$ cat config.mk
export PLATFORM = sky130hd
export DESIGN_NAME = analysis_ctrl
export DESIGN_NICKNAME = d
export VERILOG_FILES = /design/src/rtl/analysis_ctrl.sv
export SDC_FILE = /design/constraint.sdc
export NUM_CORES = 1
export LEC_CHECK = 0
export ABC_AREA = 1
export CORE_MARGIN = 2
export CORE_UTILIZATION = 50
export CTS_BUF_LIST = sky130_fd_sc_hd__clkbuf_8 sky130_fd_sc_hd__clkbuf_16
export CTS_CLUSTER_DIAMETER = 120
export DETAILED_ROUTE_END_ITERATION = 6
export PLACE_DENSITY = 0.77
export SLEW_MARGIN = 10
export SYNTH_ARGS = -nofsm -noshare
export SYNTH_HDL_FRONTEND = slang
export SYNTH_SLANG_ARGS = --single-unit
$ cat constraint.sdc
create_clock -name clk -period 90 [get_ports clk]
set_input_delay 18 -clock clk [delete_from_list [all_inputs] [get_ports clk]]
set_output_delay 18 -clock clk [all_outputs]
set_load 0.01 [all_outputs]
$ cat src/rtl/analysis_ctrl.sv
// Serial peak-bin finder: scans a captured 16-bin FFT frame through one shared
// unsigned comparator and reports the index of the largest bin.
module analysis_ctrl #(
    parameter int DATA_W = 32
) (
    input  logic              clk,
    input  logic              rst,
    input  logic              fft_valid,
    input  logic [DATA_W-1:0] fft_d0,
    input  logic [DATA_W-1:0] fft_d1,
    input  logic [DATA_W-1:0] fft_d2,
    input  logic [DATA_W-1:0] fft_d3,
    input  logic [DATA_W-1:0] fft_d4,
    input  logic [DATA_W-1:0] fft_d5,
    input  logic [DATA_W-1:0] fft_d6,
    input  logic [DATA_W-1:0] fft_d7,
    input  logic [DATA_W-1:0] fft_d8,
    input  logic [DATA_W-1:0] fft_d9,
    input  logic [DATA_W-1:0] fft_d10,
    input  logic [DATA_W-1:0] fft_d11,
    input  logic [DATA_W-1:0] fft_d12,
    input  logic [DATA_W-1:0] fft_d13,
    input  logic [DATA_W-1:0] fft_d14,
    input  logic [DATA_W-1:0] fft_d15,
    output logic [3:0]        freq,
    output logic              done,
    output logic              busy,
    output logic              overrun
);

    // state  | meaning
    // IDLE   | waiting for a frame
    // SCAN   | comparing bin idx against the running maximum
    // DONE   | one-cycle result strobe; may accept the next frame
    localparam logic [1:0] S_IDLE = 2'd0;
    localparam logic [1:0] S_SCAN = 2'd1;
    localparam logic [1:0] S_DONE = 2'd2;

    logic [1:0]        state;
    logic [3:0]        idx;
    logic [3:0]        best_idx;
    logic [DATA_W-1:0] best_val;
    logic [DATA_W-1:0] frame_buf [16];
    logic [DATA_W-1:0] cur;
    logic              cur_gt;
    logic              accept;

    assign accept = fft_valid && (state != S_SCAN);
    assign cur    = frame_buf[idx];
    assign cur_gt = cur > best_val;
    assign done   = (state == S_DONE);
    assign busy   = (state == S_SCAN);

    // Buffer has no reset; it is only meaningful after an accepted frame.
    always_ff @(posedge clk) begin
        if (accept && !rst) begin
            frame_buf[0]  <= fft_d0;
            frame_buf[1]  <= fft_d1;
            frame_buf[2]  <= fft_d2;
            frame_buf[3]  <= fft_d3;
            frame_buf[4]  <= fft_d4;
            frame_buf[5]  <= fft_d5;
            frame_buf[6]  <= fft_d6;
            frame_buf[7]  <= fft_d7;
            frame_buf[8]  <= fft_d8;
            frame_buf[9]  <= fft_d9;
            frame_buf[10] <= fft_d10;
            frame_buf[11] <= fft_d11;
            frame_buf[12] <= fft_d12;
            frame_buf[13] <= fft_d13;
            frame_buf[14] <= fft_d14;
            frame_buf[15] <= fft_d15;
        end
    end

    always_ff @(posedge clk) begin
        if (rst) begin
            state    <= S_IDLE;
            idx      <= 4'd0;
            best_val <= '0;
            best_idx <= 4'd0;
            freq     <= 4'd0;
            overrun  <= 1'b0;
        end else begin
            overrun <= 1'b0;
            case (state)
                S_IDLE: begin
                    if (fft_valid) begin
                        state <= S_SCAN;
                        idx   <= 4'd0;
                    end
                end
                S_SCAN: begin
                    if (fft_valid) overrun <= 1'b1;
                    if (idx == 4'd0) begin
                        best_val <= cur;
                        best_idx <= 4'd0;
                    end else if (cur_gt) begin
                        best_val <= cur;
                        best_idx <= idx;
                    end
                    // Last compare feeds freq directly so it lands with done.
                    if (idx == 4'd15) begin
                        state <= S_DONE;
                        idx   <= 4'd0;
                        freq  <= cur_gt ? 4'd15 : best_idx;
                    end else begin
                        idx <= idx + 4'd1;
                    end
                end
                S_DONE: begin
                    idx <= 4'd0;
                    if (fft_valid) state <= S_SCAN;
                    else           state <= S_IDLE;
                end
                default: state <= S_IDLE;
            endcase
        end
    end

endmodule
# == Word level (Yosys, flattened, before mapping) ==
# Memories as Yosys holds them, arrays and structs flattened. A register that Yosys moved wholly into a read port is not among the register bits.
# Cells that the tools add are included.
# word_totals
regBits,47
input_bits,515
output_inout_bits,7
mem_count,1
word_cells,45
ram_bits,512
# op_classes
bitwise_logic,1
n_mux,17
reduce_logical,12
order_cmp,1
eq_ne,6
addsub,1
# memory_table
name,words,width,read_ports,rd_ports_with_merged_regs,write_ports,line,rtl
frame_buf,16,32,1,1,16,43,logic [DATA_W-1:0] frame_buf [16];
# op_table
op,count
32-bit 2-to-1 mux,2
32-bit > comparator,1
4-bit 2-to-1 mux,7
4-bit one-hot mux with 3 select lines,1
2-bit AND reduction,4
2-bit one-hot mux with 3 select lines,1
4-bit by 1-bit adder with 4-bit output (second input constant),1
4-bit == test (second input constant),1
4-bit logical NOT,1
1-bit 2-to-1 mux,4
2-bit 2-to-1 mux,2
2-bit by 1-bit != test with 1-bit output (second input constant),2
3-bit nonzero test,1
2-bit by 1-bit == test with 1-bit output (second input constant),1
2-bit == test (second input constant),1
1-bit logical AND,2
2-bit logical NOT,1
2-bit != test (second input constant),1
2-bit nonzero test,1
2-bit OR reduction,1
1-bit logical NOT,1
1-bit NOT,1

# == Logic depth before layout (Yosys ltp) ==
# logic_depth
word_depth,5
mapped_depth,29
ltp_nobuf,25

# == Worst setup path after synthesis ==
# Ideal clock, no wire load.
# synth_timing
path_kind,input to register
startpoint,input port rst
endpoint,"memory frame_buf[0][0], enable pin"
cell_stages,2
required_ns,87.989
arrival_time_ns,52.846
setup_time_ns,2.011
path_slack_ns,35.143
n_path_buf,1
path_cell_list,clkbuf_1 -> nor3_1
# synth_rtl
element,line,rtl
from (decl),7,"input logic rst,"
to (decl),43,

==> out/summary.txt <==
DR vias/cell: 5.539
Yosys warns: 0
Hold path startpoint: best_val[21]
Placed Instances: 2939
Clk_skew: 0.02713 ns
Routed wire length: 68.38 mm
Clk_lat worst skew: 0.62 ns
Flop2flop setup slack: 84.72 ns
Die width: 218.4 um
Worst-path fanout max: 95
Commonest non-fill, non-tap cell in the layout: clkdlybuf4s50_1
Setup violations, final: 0
Grt total ovfl: 0
Synthesized Nets: 2475
Setup TNS: 0 ns
DP Area: 0.02853 sq mm
Status: finished clean
Post-synthesis average cell area: 11.93 sq um
Cell area after layout: 0.03038 sq mm
Hold Crit Endpoint: best_val[21]
CTS tree: built
Slew of the pin with the lowest slew margin: 1.156 ns
Sink Count: 563
Worst Setup Start Kind: input pin
Hold Path Class: reg -> reg
Fin util: 0.6695
Starting density of the core: 0.5064
# resized after CTS: 0
H-tree depth: 2
Fmax: 48.30 MHz
Iteration-0 DRC Markers: 1827
Core ar.: 0.04538 sq mm
Synth-to-layout area growth: 32.20%
Die height: 218.4 um
Minimum clock period: 20.70 ns
Sequential area share after synthesis: 0.7135
Max-cap violations: 0
Drt pass-1 iters: 5
Post-synthesis register bit count: 563
Largest net degree at the start of global routing: 181
CTS Buf Count: 57
Synth cell types: 28
Die area: 0.04769 sq mm
Setup crit end kind: register
Max-slew violations: 0
RSZ-0062 raised after global routing: no
CP Class: in -> reg
Hold buffers post-CTS: 0
DRC errors left: 0
Hold Path Stages: 2
I/O pin total: 522
FF-to-FF End: best_val[1]
Final non-filler cell total: 3061
Final hold vios: 0
Initial antenna violation count: 20
Most frequent cells in the layout: clkdlybuf4s50_1, edfxtp_1, nor2_1
Routed wire per std cell: 22.34 um
Worst-path clk slew: 0.06 ns
Post-CTS setup buffer count: 0
Worst vdd ir: 0.00001799 V
CP arrival: 20.93 ns
Reg2reg path depth: 20
Placer Congestion: 0.8567
Cells after Synth: 1926
First-pass GRT wire length: 99.40 mm
Period Utilization, post-route: 0.2301
Share of cells above drive strength 1: 0.05205
Pwr/cell area: 19.83 mW/mm^2
Cell Rows: 78
Number of global-route vias before repair: 16900
Via count: 16960
Remaining antenna violation count: 0
PortBufs: 521
GRT Total Usage: 0.2823
Total power: 0.0006025 W
Slew HR: 0.2294
Final HPWL from detailed placement: 46.78 mm
CP required: 90.23 ns
Leak pwr: 10.45 nW
Clock root cell: clkbuf_16
Synthesized area: 0.02298 sq mm
# nets final: 2947
Clock buffer depth: 3
## sequential cells by signal, summed over array words and instances, names as in the netlist, named ones only
| signal | cells |
|---|---|
| frame_buf | 512 |
| best_val | 32 |
| best_idx | 4 |
| freq | 4 |
| idx | 4 |
| state | 2 |
| overrun | 1 |
## critical path: stages
cell and delay, ns:
clkdlybuf4s50_1 0.56, nor3_2 0.37, buf_4 0.90, buf_4 1.02
## report_power, final
group	switching [W]	internal, W
clock network	0.0000987	0.000131
registers	0.00000489	0.000299
logic	0.0000363	0.0000327
## kinds of logic after synthesis
kind of cell / share of synthesized area
AO/OA/AOI/OAI: 0.1202
flip-flops: 0.7135
adder cells (fa/ha/maj): 0.01851
buffers and inverters: 0.03964
AND/OR/NAND/NOR: 0.1078
XOR/XNOR: 0.0003812
## worst max path at each step
| stage | startpoint | endpoint | slack [ns] | cells after the start |
|---|---|---|---|---|
| 5_1_grt | rst | frame_buf[1][4] | 69.13 | 4 |
| 3_3_place_gp | fft_valid | frame_buf[0][4] | 68.77 | 5 |
| 3_5_place_dp | rst | frame_buf[1][4] | 68.71 | 4 |
| 2_1_floorplan | rst | frame_buf[0][0] | 35.14 | 2 |
| 4_1_cts | rst | frame_buf[7][1] | 69.32 | 4 |
| 6_report | rst | frame_buf[7][1] | 69.30 | 4 |
## layout make-up
type	count	area, sq um
fill	3254	15000
clock inverter	43	345.3
inverter	88	337.8
multi-input combinational	1151	5687
clock buffer	58	1451
antenna	21	52.55
timing repair buffer	537	5348
tap	600	750.7
sequential	563	16410
## per-layer routing
layer | global-route usage | share of wire
met5 | 0 | 0.00018
met4 | 0.1342 | 0.043
met3 | 0.04203 | 0.067
met2 | 0.4847 | 0.51
met1 | 0.3515 | 0.38
## metrics by stage
stage	hold WS [ns]	setup slack, ns
CTS	0.4829	69.32
detailed placement	0.4684	68.71
finish	0.4791	69.30
global placement	0.4601	68.77
floorplan	0.4516	35.14
global route	0.5107	69.13
## cell usage after synthesis
cell type / instances / area [sq um]
a21o_1: 1 / 7.510
a21oi_1: 55 / 275.3
a221oi_1: 1 / 8.760
a2bb2oi_1: 1 / 8.760
and3_1: 1 / 6.260
buf_1: 13 / 48.80
buf_2: 26 / 130.1
buf_4: 14 / 105.1
buf_6: 4 / 45.04
clkbuf_1: 67 / 251.5
dfxtp_1: 51 / 1021
edfxtp_1: 512 / 15370
ha_1: 34 / 425.4
inv_1: 61 / 229.0
inv_2: 27 / 101.4
nand2_1: 112 / 420.4
nand2_2: 1 / 6.260
nand3_1: 72 / 360.4
nand3b_1: 1 / 7.510
nand4_1: 2 / 12.51
nor2_1: 438 / 1644
nor3_1: 4 / 20.02
o211ai_1: 128 / 960.9
o21a_1: 1 / 7.510
o21ai_0: 214 / 1071
o21ai_1: 83 / 415.4
o21bai_1: 1 / 7.510
xor2_1: 1 / 8.760
Power figures use the tool's default switching activity.
